[src/rtl/feature_loader_pkg.sv]
// Shared widths, beat stride, FSM encodings and burst-length helper for the feature loader.
package feature_loader_pkg;

    localparam int FEATURE_WIDTH  = 16;
    localparam int MEM_DATA_WIDTH = 32 * FEATURE_WIDTH;
    localparam int ADDR_WIDTH     = 32;
    localparam int BURST_LEN      = 16;
    localparam int BEAT_BYTES     = MEM_DATA_WIDTH / 8;
    localparam int LEN_WIDTH      = 8;
    localparam int DIM_WIDTH      = 10;
    localparam int PIXEL_WIDTH    = 20;
    localparam int BEAT_CNT_WIDTH = 18;

    typedef enum logic [2:0] {
        ST_IDLE      = 3'd0,
        ST_WAIT_RDY  = 3'd1,
        ST_ISSUE     = 3'd2,
        ST_WAIT_DATA = 3'd3,
        ST_DONE      = 3'd4
    } state_e;

    typedef enum logic {
        PATCH_1 = 1'b0,
        PATCH_2 = 1'b1
    } patch_e;

    function automatic logic [LEN_WIDTH-1:0] clamp_burst_len(
        input logic [BEAT_CNT_WIDTH-1:0] remaining
    );
        return (remaining >= BEAT_CNT_WIDTH'(BURST_LEN)) ? LEN_WIDTH'(BURST_LEN)
                                                          : remaining[LEN_WIDTH-1:0];
    endfunction

endpackage

[src/rtl/feature_loader_patch_ctr.sv]
// Per-patch read cursor: next burst address, beats still to request, and the
// length of the next burst clamped to BURST_LEN.
module feature_loader_patch_ctr
    import feature_loader_pkg::*;
(
    input  logic                      system_clk,
    input  logic                      rst,
    input  logic                      load,
    input  logic [ADDR_WIDTH-1:0]     load_addr,
    input  logic [BEAT_CNT_WIDTH-1:0] load_beats,
    input  logic                      advance,
    output logic [ADDR_WIDTH-1:0]     addr,
    output logic [LEN_WIDTH-1:0]      burst_len,
    output logic                      has_beats
);

    logic [ADDR_WIDTH-1:0]     addr_q, addr_d;
    logic [BEAT_CNT_WIDTH-1:0] remaining_q, remaining_d;

    // NOTE: every always_comb output gets a default first so no latch is inferred.
    always_comb begin
        addr_d      = addr_q;
        remaining_d = remaining_q;
        if (load) begin
            addr_d      = load_addr;
            remaining_d = load_beats;
        end else if (advance) begin
            addr_d      = addr_q + ADDR_WIDTH'(burst_len) * ADDR_WIDTH'(BEAT_BYTES);
            remaining_d = remaining_q - BEAT_CNT_WIDTH'(burst_len);
        end
    end

    // NOTE: flops use non-blocking assignments so every register samples pre-edge values.
    always_ff @(posedge system_clk) begin
        if (rst) begin
            addr_q      <= '0;
            remaining_q <= '0;
        end else begin
            addr_q      <= addr_d;
            remaining_q <= remaining_d;
        end
    end

    assign addr      = addr_q;
    assign burst_len = clamp_burst_len(remaining_q);
    assign has_beats = (remaining_q != '0);

endmodule

[src/rtl/feature_loader.sv]
// Walks a feature map in memory with burst reads and forwards returned beats to
// the patch-1/patch-2 buffers. Define FEATURE_LOADER_PERF_EN to add stall_cycles.
module feature_loader
    import feature_loader_pkg::*;
(
    input  logic                      system_clk,
    input  logic                      rst,
    input  logic                      load_feature_begin,
    input  logic [ADDR_WIDTH-1:0]     feature_base_addr,
    input  logic [ADDR_WIDTH-1:0]     patch2_offset,
    input  logic [DIM_WIDTH-1:0]      row_size,
    input  logic [DIM_WIDTH-1:0]      col_size,
    input  logic                      feature_double_patch,
    output logic                      mem_rd_req,
    output logic [ADDR_WIDTH-1:0]     mem_rd_addr,
    output logic [LEN_WIDTH-1:0]      mem_rd_len,
    input  logic                      mem_rd_ack,
    input  logic [MEM_DATA_WIDTH-1:0] mem_rd_data,
    input  logic                      mem_rd_data_valid,
    output logic [MEM_DATA_WIDTH-1:0] feature_data,
    output logic                      feature_buffer_1_valid,
    output logic                      feature_buffer_2_valid,
    input  logic                      feature_buffer_1_ready,
    input  logic                      feature_buffer_2_ready,
    output logic                      load_feature_busy,
    output logic                      load_feature_finish
`ifdef FEATURE_LOADER_PERF_EN
    ,
    output logic [31:0]               stall_cycles
`endif
);

    state_e state_q, state_d;

    patch_e                    cur_patch_q, cur_patch_d;
    patch_e                    tgt_patch_q, tgt_patch_d;
    logic                      double_q, double_d;
    logic [LEN_WIDTH-1:0]      burst_len_q, burst_len_d;
    logic [LEN_WIDTH-1:0]      beat_cnt_q, beat_cnt_d;
    logic [MEM_DATA_WIDTH-1:0] feature_data_q, feature_data_d;
    logic                      buf1_valid_q, buf1_valid_d;
    logic                      buf2_valid_q, buf2_valid_d;
    logic                      finish_q, finish_d;

    logic [PIXEL_WIDTH-1:0]    pixels;
    logic [PIXEL_WIDTH-1:0]    pixels_rounded;
    logic [BEAT_CNT_WIDTH-1:0] beats_per_patch;

    logic                      start, ack_fire, accept, last_beat, more_beats, cur_ready;
    patch_e                    next_patch;
    logic [ADDR_WIDTH-1:0]     p1_addr, p2_addr, cur_addr;
    logic [LEN_WIDTH-1:0]      p1_len, p2_len, cur_len;
    logic                      p1_has, p2_has;

    // Max 1023*1023+3 still fits in 20 bits, so the round-up cannot overflow.
    assign pixels          = PIXEL_WIDTH'(row_size) * PIXEL_WIDTH'(col_size);
    assign pixels_rounded  = pixels + PIXEL_WIDTH'(3);
    assign beats_per_patch = pixels_rounded[PIXEL_WIDTH-1:2];

    always_comb begin
        start     = (state_q == ST_IDLE) && load_feature_begin;
        ack_fire  = (state_q == ST_ISSUE) && mem_rd_ack;
        accept    = (state_q == ST_WAIT_DATA) && mem_rd_data_valid;
        last_beat = accept && (beat_cnt_q == burst_len_q - LEN_WIDTH'(1));
        cur_addr  = (cur_patch_q == PATCH_1) ? p1_addr : p2_addr;
        cur_len   = (cur_patch_q == PATCH_1) ? p1_len : p2_len;
        cur_ready = (cur_patch_q == PATCH_1) ? feature_buffer_1_ready : feature_buffer_2_ready;
        more_beats = p1_has || (double_q && p2_has);
        // Alternate per burst, falling back to whichever patch still has beats.
        if (cur_patch_q == PATCH_1) begin
            next_patch = (double_q && p2_has) ? PATCH_2 : PATCH_1;
        end else begin
            next_patch = p1_has ? PATCH_1 : PATCH_2;
        end
    end

    feature_loader_patch_ctr u_patch1_ctr (
        .system_clk (system_clk),
        .rst        (rst),
        .load       (start),
        .load_addr  (feature_base_addr),
        .load_beats (beats_per_patch),
        .advance    (ack_fire && (cur_patch_q == PATCH_1)),
        .addr       (p1_addr),
        .burst_len  (p1_len),
        .has_beats  (p1_has)
    );

    feature_loader_patch_ctr u_patch2_ctr (
        .system_clk (system_clk),
        .rst        (rst),
        .load       (start),
        .load_addr  (feature_base_addr + patch2_offset),
        .load_beats (feature_double_patch ? beats_per_patch : '0),
        .advance    (ack_fire && (cur_patch_q == PATCH_2)),
        .addr       (p2_addr),
        .burst_len  (p2_len),
        .has_beats  (p2_has)
    );

    always_ff @(posedge system_clk) begin
        if (rst) begin
            state_q <= ST_IDLE;
        end else begin
            state_q <= state_d;
        end
    end

    always_comb begin
        state_d = state_q;
        case (state_q)
            ST_IDLE: begin
                if (load_feature_begin) begin
                    state_d = (beats_per_patch == '0) ? ST_DONE : ST_WAIT_RDY;
                end
            end
            ST_WAIT_RDY:  if (cur_ready) state_d = ST_ISSUE;
            ST_ISSUE:     if (mem_rd_ack) state_d = ST_WAIT_DATA;
            ST_WAIT_DATA: if (last_beat) state_d = more_beats ? ST_WAIT_RDY : ST_DONE;
            ST_DONE:      state_d = ST_IDLE;
            default:      state_d = ST_IDLE;
        endcase
    end

    always_comb begin
        mem_rd_req        = 1'b0;
        mem_rd_addr       = '0;
        mem_rd_len        = '0;
        load_feature_busy = (state_q != ST_IDLE);
        if (state_q == ST_ISSUE) begin
            mem_rd_req  = 1'b1;
            mem_rd_addr = cur_addr;
            mem_rd_len  = cur_len;
        end
    end

    always_comb begin
        cur_patch_d    = cur_patch_q;
        tgt_patch_d    = tgt_patch_q;
        double_d       = double_q;
        burst_len_d    = burst_len_q;
        beat_cnt_d     = beat_cnt_q;
        feature_data_d = feature_data_q;
        if (start) begin
            cur_patch_d = PATCH_1;
            double_d    = feature_double_patch;
        end
        if (ack_fire) begin
            tgt_patch_d = cur_patch_q;
            burst_len_d = cur_len;
            beat_cnt_d  = '0;
        end
        if (accept) begin
            beat_cnt_d     = beat_cnt_q + LEN_WIDTH'(1);
            feature_data_d = mem_rd_data;
        end
        if (last_beat && more_beats) begin
            cur_patch_d = next_patch;
        end
        buf1_valid_d = accept && (tgt_patch_q == PATCH_1);
        buf2_valid_d = accept && (tgt_patch_q == PATCH_2);
        finish_d     = (state_q == ST_DONE);
    end

    always_ff @(posedge system_clk) begin
        if (rst) begin
            cur_patch_q    <= PATCH_1;
            tgt_patch_q    <= PATCH_1;
            double_q       <= 1'b0;
            burst_len_q    <= '0;
            beat_cnt_q     <= '0;
            feature_data_q <= '0;
            buf1_valid_q   <= 1'b0;
            buf2_valid_q   <= 1'b0;
            finish_q       <= 1'b0;
        end else begin
            cur_patch_q    <= cur_patch_d;
            tgt_patch_q    <= tgt_patch_d;
            double_q       <= double_d;
            burst_len_q    <= burst_len_d;
            beat_cnt_q     <= beat_cnt_d;
            feature_data_q <= feature_data_d;
            buf1_valid_q   <= buf1_valid_d;
            buf2_valid_q   <= buf2_valid_d;
            finish_q       <= finish_d;
        end
    end

    assign feature_data           = feature_data_q;
    assign feature_buffer_1_valid = buf1_valid_q;
    assign feature_buffer_2_valid = buf2_valid_q;
    assign load_feature_finish    = finish_q;

`ifdef FEATURE_LOADER_PERF_EN
    logic [31:0] stall_q, stall_d;

    always_comb begin
        stall_d = stall_q;
        if (start) begin
            stall_d = '0;
        end else if (((state_q == ST_WAIT_RDY) || ((state_q == ST_ISSUE) && !mem_rd_ack))
                     && (stall_q != '1)) begin
            stall_d = stall_q + 32'd1;
        end
    end

    always_ff @(posedge system_clk) begin
        if (rst) begin
            stall_q <= '0;
        end else begin
            stall_q <= stall_d;
        end
    end

    assign stall_cycles = stall_q;
`endif

endmodule
[config.mk]
export PLATFORM = sky130hd
export DESIGN_NAME = feature_loader
export DESIGN_NICKNAME = d
export VERILOG_FILES = /design/src/rtl/feature_loader_pkg.sv /design/src/rtl/feature_loader_patch_ctr.sv /design/src/rtl/feature_loader.sv
export SDC_FILE = /design/constraint.sdc
export NUM_CORES = 2
export LEC_CHECK = 0
export ABC_AREA = 1
export CORE_AREA = 2 2 455 457
export CTS_CLUSTER_DIAMETER = 100
export DETAILED_ROUTE_END_ITERATION = 10
export DIE_AREA = 0 0 457 459
export PLACE_DENSITY = 0.47
export SLEW_MARGIN = 20
export SYNTH_ARGS = -nofsm -noshare
export SYNTH_HDL_FRONTEND = slang
export SYNTH_HIERARCHICAL = 1
export SYNTH_SLANG_ARGS = --single-unit
[constraint.sdc]
create_clock -name system_clk -period 8 [get_ports system_clk]
set_input_delay 1.6 -clock system_clk [delete_from_list [all_inputs] [get_ports system_clk]]
set_output_delay 1.6 -clock system_clk [all_outputs]
set_load 0.02 [all_outputs]
# == Yosys cells after proc, flatten, opt, wreduce, memory -nomap -nowiden ==
# Cells that the tools add are included.
# word_totals
regBits,637
input_bits,604
out_inout_bits,557
wordCells,88
# classes
n_addsub,8
mul,1
order_cmp,2
n_eq_ne,9
mux,31
bitwise,2
n_reduce_logical,21
# op_table
op,n
2-to-1 mux 32 bit,6
2-to-1 mux 18 bit,5
adder 32 x 14 -> 32 bit,2
2-to-1 mux 8 bit,6
>= comparator 18 x 5 -> 1 bit (second input constant),2
nonzero test 18 bit,2
subtractor 18 x 8 -> 18 bit,2
adder 32 bit,1
adder 20 x 2 -> 20 bit (second input constant),1
multiplier 10 x 10 -> 20 bit,1
logical NOT 18 bit,1
2-to-1 mux 3 bit,6
one-hot mux 3 bit (4 select lines),1
logical AND 1 bit,10
adder 8 x 1 -> 8 bit (second input constant),1
equality test 8 bit,1
!= test 2 bit (second input constant),4
nonzero test 2 bit,4
subtractor 8 x 1 -> 8 bit (second input constant),1
2-to-1 mux 1 bit,7
equality test 3 x 2 -> 1 bit (second input constant),2
AND reduction 4 bit,1
equality test 3 x 1 -> 1 bit (second input constant),1
equality test 3 bit (second input constant),1
other kinds (4),5

# == Logic depth before layout (Yosys ltp) ==
# depth
word_depth,6
ltp_mapped,30
depth_no_buf,29

# == By module ==
# Netlist, hierarchy kept.
# modules_own_cells
module,instances,cells_per_inst,area_per_inst_um2,seq_area_each_um2
feature_loader,1,3419,24915.1,10750.3
feature_loader_patch_ctr at u_patch2_ctr,1,498,3382.0,1001.0
feature_loader_patch_ctr at u_patch1_ctr,1,485,3291.9,1001.0

# == Worst setup path after synthesis ==
# Ideal clock, no wire load.
# synth_path
kind,input to register
startpoint,input port col_size[3]
endpoint,register state_q[0]
setup_ps,131
arrival_ps,6135
required_time_ps,7869
path_slack_ps,1735
stages,28
path_buffers,1
cell_sequence,clkbuf_1 nand2_1 fa_1 inv_1 fa_1 inv_1 fa_1 inv_1 fa_1 inv_1 fa_1 inv_1 ha_1 nand2_1 nor2_1 nand2_1 nand2_1 nand2_1 nand2_1 nand2_1 nand2_1 nand2_1 nor2_1 nand3_1 nand2_1 nand2_1 nand2_1 a21oi_2
# synth_via
elab_chain_len,6
# synth_lines
item,line,text
from (decl),feature_loader.sv:12,"input logic [DIM_WIDTH-1:0] col_size,"
multiplier 10 x 10 -> 20 bit,feature_loader.sv:56,assign pixels = PIXEL_WIDTH'(row_size) * PIXEL_WIDTH'(col_size);
adder 20 x 2 -> 20 bit,feature_loader.sv:57,assign pixels_rounded = pixels + PIXEL_WIDTH'(3);
logical NOT 18 bit,feature_loader.sv:114,state_d = (beats_per_patch == '0) ? ST_DONE : ST_WAIT_RDY;
2-to-1 mux 3 bit,feature_loader.sv:114,
2-to-1 mux 3 bit,feature_loader.sv:113,if (load_feature_begin) begin
one-hot mux 3 bit (4 select lines),feature_loader.sv:111,case (state_q)
to (signal assigned),feature_loader.sv:105,state_q <= state_d;
to (decl),feature_loader.sv:33,"state_e state_q, state_d;"
# Every way passes these cells. The select of a mux whose other input is x is not followed.
# A chain may end at the register's enable or synchronous reset.

# == Worst setup path in the final report ==
# layout_path
startpoint,input port col_size[6]
endpoint,register state_q[0]
# The elaborated chain is that of the path after synthesis.

==> impl_metrics.json <==
{
  "status": "complete, no violations",
  "cts-buffers-inserted": 89,
  "grt.overflow.total": 0,
  "drv_cap": 0,
  "die-area_um2": 209800,
  "grt_pass1_vias": 32890,
  "syn-instance-count": 4402,
  "slowest_delay_ps": 720,
  "synth_warnings": 6,
  "io_buffers": 1157,
  "setup_violations": 0,
  "dr.first_iter.drc_count": 2599,
  "wl_met3_mm": 20.19,
  "cts_hold_buf": 0,
  "yosysSeqAreaShare_pct": 40.37,
  "cts_root_buf": "clkbuf_16",
  "synth_cell_types": 58,
  "cp_common_cell": "nand2_1",
  "p_leak_nw": 18.04,
  "critPathBufInv": 6,
  "synth_edf_count": 0,
  "synth_top_family_by_area": "simple AND/OR/NAND/NOR gates",
  "r2r_slack_ps": 3280,
  "worstMarginPinSlew_ps": 1395,
  "swShare_pct": 39.76,
  "fin_skew_ps": 36.28,
  "clock_latency_ps": 710,
  "final_hold_viol_count": 0,
  "seqPwrFrac_pct": 29.0,
  "finalCritPeriodShare_pct": 84.23,
  "muxShareOfSynthArea_pct": 0.2535,
  "worstSetupStartpointType": "input port",
  "reg2reg_depth": 12,
  "peakVddDrop_v": 0.0001648,
  "p_per_area_nw_per_um2": 259.4,
  "path_clk_slew_ps": 60,
  "drive_gt1_share_pct": 5.172,
  "slowest_stage": "clkdlybuf4s50_1",
  "ys_async_sr_fraction_pct": 0,
  "dpl.hpwl_mm": 162.0,
  "grt_pass1_wl_mm": 266.7,
  "track_usage_pct": 18.02,
  "area.growth.synth_to_final_pct": 55.00,
  "synth_xor_area_share_pct": 1.580,
  "grt_max_degree": 198,
  "wl_met2_mm": 88.29,
  "fillers": 22910,
  "antenna_found_initial": 89,
  "ant_nets": 0,
  "fmax_mhz": 148.4,
  "period_needed_ps": 6739,
  "syn_area_um2": 31590,
  "worst_hold_path.endpoint": "feature_data[298]$_SDFFE_PP0P_",
  "final_cell_mix": "1606 x nand2_1, 1156 x clkdlybuf4s50_1, 686 x a21oi_1",
  "synth_top_area_share_pct": 40.37,
  "clk_path_buf_depth": 3,
  "cts_tree": "built",
  "post_cts_buffers": 0,
  "wl_per_cell_um": 24.09,
  "synthTopCellsByArea": "dfxtp_1 40%, nand2_1 19%, a21oi_1 11%, ha_1 4.2%, fa_1 4.2%",
  "cp_max_fo": 10,
  "r2r-start": "state_q[1]$_SDFFE_PP0P_",
  "vias": 34020,
  "p_sw_mw": 5.050,
  "yosys.area_share.simple_pct": 26.40,
  "intPower_mw": 7.651,
  "fin_setup_tns_ps": 0,
  "hp-start": "feature_data[298]$_SDFFE_PP0P_",
  "critical_path.top_delay_family": "adder cells",
  "die_h_um": 459,
  "start_util_pct": 15.36,
  "final_util_pct": 23.81,
  "place.gp.congestion": 0.8696,
  "cts_htree_levels": 3,
  "row_count": 167,
  "yosys.area.top_type": "dfxtp_1",
  "synth_adder_area_share_pct": 8.381,
  "cp.required_ps": 8560,
  "core_um2": 205600,
  "layout_commonest_cell": "nand2_1",
  "route.final.wire_length_mm": 198.3,
  "synth_compound_area_share_pct": 15.47,
  "dr.pass1.iters": 5,
  "synth_ff_type": "dfxtp_1",
  "synth-seq-cells": 637,
  "power_frac_comb_pct": 38.1,
  "max_slew_margin_pct": 7.026,
  "met1_length_mm": 80.00,
  "synth_area_per_cell_um2": 7.176,
  "arrival_ps": 7300,
  "holdPathStages": 2,
  "maxSlewViolCount": 0,
  "top_layer_used": "met5",
  "die-width_um": 457,
  "cts_sinks": 637,
  "routed_via_density": 4.132,
  "rsz0062_at_grt": "false",
  "boundaryPins": 1161,
  "r2r_end": "u_patch2_ctr/addr[8]$_SDFFE_PP0N_",
  "post_cts_resized": 0,
  "p_clk_share_pct": 32.9,
  "worstSetupPathType": "in -> reg",
  "drc": 0,
  "end_kind": "flop",
  "hp-class": "reg -> reg",
  "nets": 6216
}
==> worst register-to-register path, cell delays in order (launching register included) <==
cell and delay [ps]:
dfxtp_1 410, inv_1 90, nor3_2 270, inv_2 460, nor2_4 540, inv_1 230, nor2_1 540, inv_1 160
nor2_4 740, clkinv_1 640, a21oi_1 270, o21ai_0 140, a31oi_1 150
==> registers in the layout, summed over array words and instances, names as in the netlist, 3 cells and up <==
signal	count
u_patch1_ctr/remaining_q	18
burst_len_q	8
feature_data	512
u_patch2_ctr/remaining_q	18
beat_cnt_q	8
u_patch1_ctr/addr	32
u_patch2_ctr/addr	32
state_q	3
==> cells by family (layout without fill, tap and decap cells) <==
family,count (synthesis),after routing
buffers and inverters,587,1683
adders and majority gates,172,172
xor gates and xnor gates,57,57
DFF,637,637
muxes,8,8
and+or+nand+nor,2040,2040
other,2,32
AOI/OAI and AO/OA,899,899
==> worst max-delay path by stage <==
stage,startpoint,to,cells past startpoint
3_3_place_gp,col_size[6],state_q[0]$_SDFFE_PP0P_,29
6_report,col_size[6],state_q[0]$_SDFFE_PP0P_,26
5_1_grt,row_size[5],state_q[0]$_SDFFE_PP0P_,26
4_1_cts,col_size[6],state_q[0]$_SDFFE_PP0P_,26
3_5_place_dp,col_size[6],state_q[0]$_SDFFE_PP0P_,26
2_1_floorplan,col_size[3],state_q[0]$_SDFFE_PP0P_,28
==> power groups by stage <==
stage / clock network, mW / logic [mW] / registers (mW)
after CTS: 4.34 / 4.86 / 3.68
after floorplan: 0 / 2.96 / 3.82
after detailed placement: 0 / 4.83 / 3.75
after global routing: 4.46 / 5.37 / 3.72
final: 4.18 / 4.84 / 3.69
after global placement: 0 / 4.82 / 3.74
==> layer usage <==
layer / track usage [%] / vias to the layer above
li1: - / 16280
met1: 21.23 / 16040
met2: 28.11 / 1336
met3: 7.497 / 308
met4: 8.844 / 56
met5: 0 / -
==> per-stage QoR <==
| step | hold slack [ps] | total power [mW] | instances | area, um^2 | setup slack, ps |
|---|---|---|---|---|---|
| after CTS | 463.7 | 12.88 | 8212 | 48860 | 1350 |
| after global routing | 475.6 | 13.55 | 8229 | 48950 | 963.3 |
| after global placement | 450.7 | 8.567 | 8051 | 45810 | 538.2 |
| after floorplan | 390.7 | 6.781 | 4414 | 31630 | 1735 |
| final | 461.5 | 12.70 | 8232 | 48960 | 1261 |
| after detailed placement | 454.6 | 8.577 | 8051 | 45810 | 555.1 |
==> synthesized netlist by cell type (13+ instances only) <==
master / count
nand2_1: 1606
a21oi_1: 686
dfxtp_1: 637
inv_1: 313
nor2_1: 165
clkbuf_1: 149
nand3_1: 130
ha_1: 106
buf_2: 77
fa_1: 66
o21ai_0: 61
a22oi_1: 55
xor2_1: 33
nand4_1: 28
nor3_1: 27
xnor2_1: 24
a31oi_1: 23
nand2_2: 17
inv_2: 15
buf_1: 13
o21ai_1: 13
==> area by class of cell <==
| class | count | area [um^2] | area share [%] |
|---|---|---|---|
| multi-input combinational | 3190 | 16540 | 33.79 |
| sequential | 637 | 12750 | 26.05 |
| timing repair buffer | 1188 | 11920 | 24.35 |
| tap | 2704 | 3383 | 6.910 |
| clock buffer | 128 | 2584 | 5.277 |
| inverter | 334 | 1262 | 2.578 |
| clock inverter | 33 | 471.7 | 0.9634 |
| antenna | 18 | 45.04 | 0.09200 |
Power figures use the tool's default switching activity.
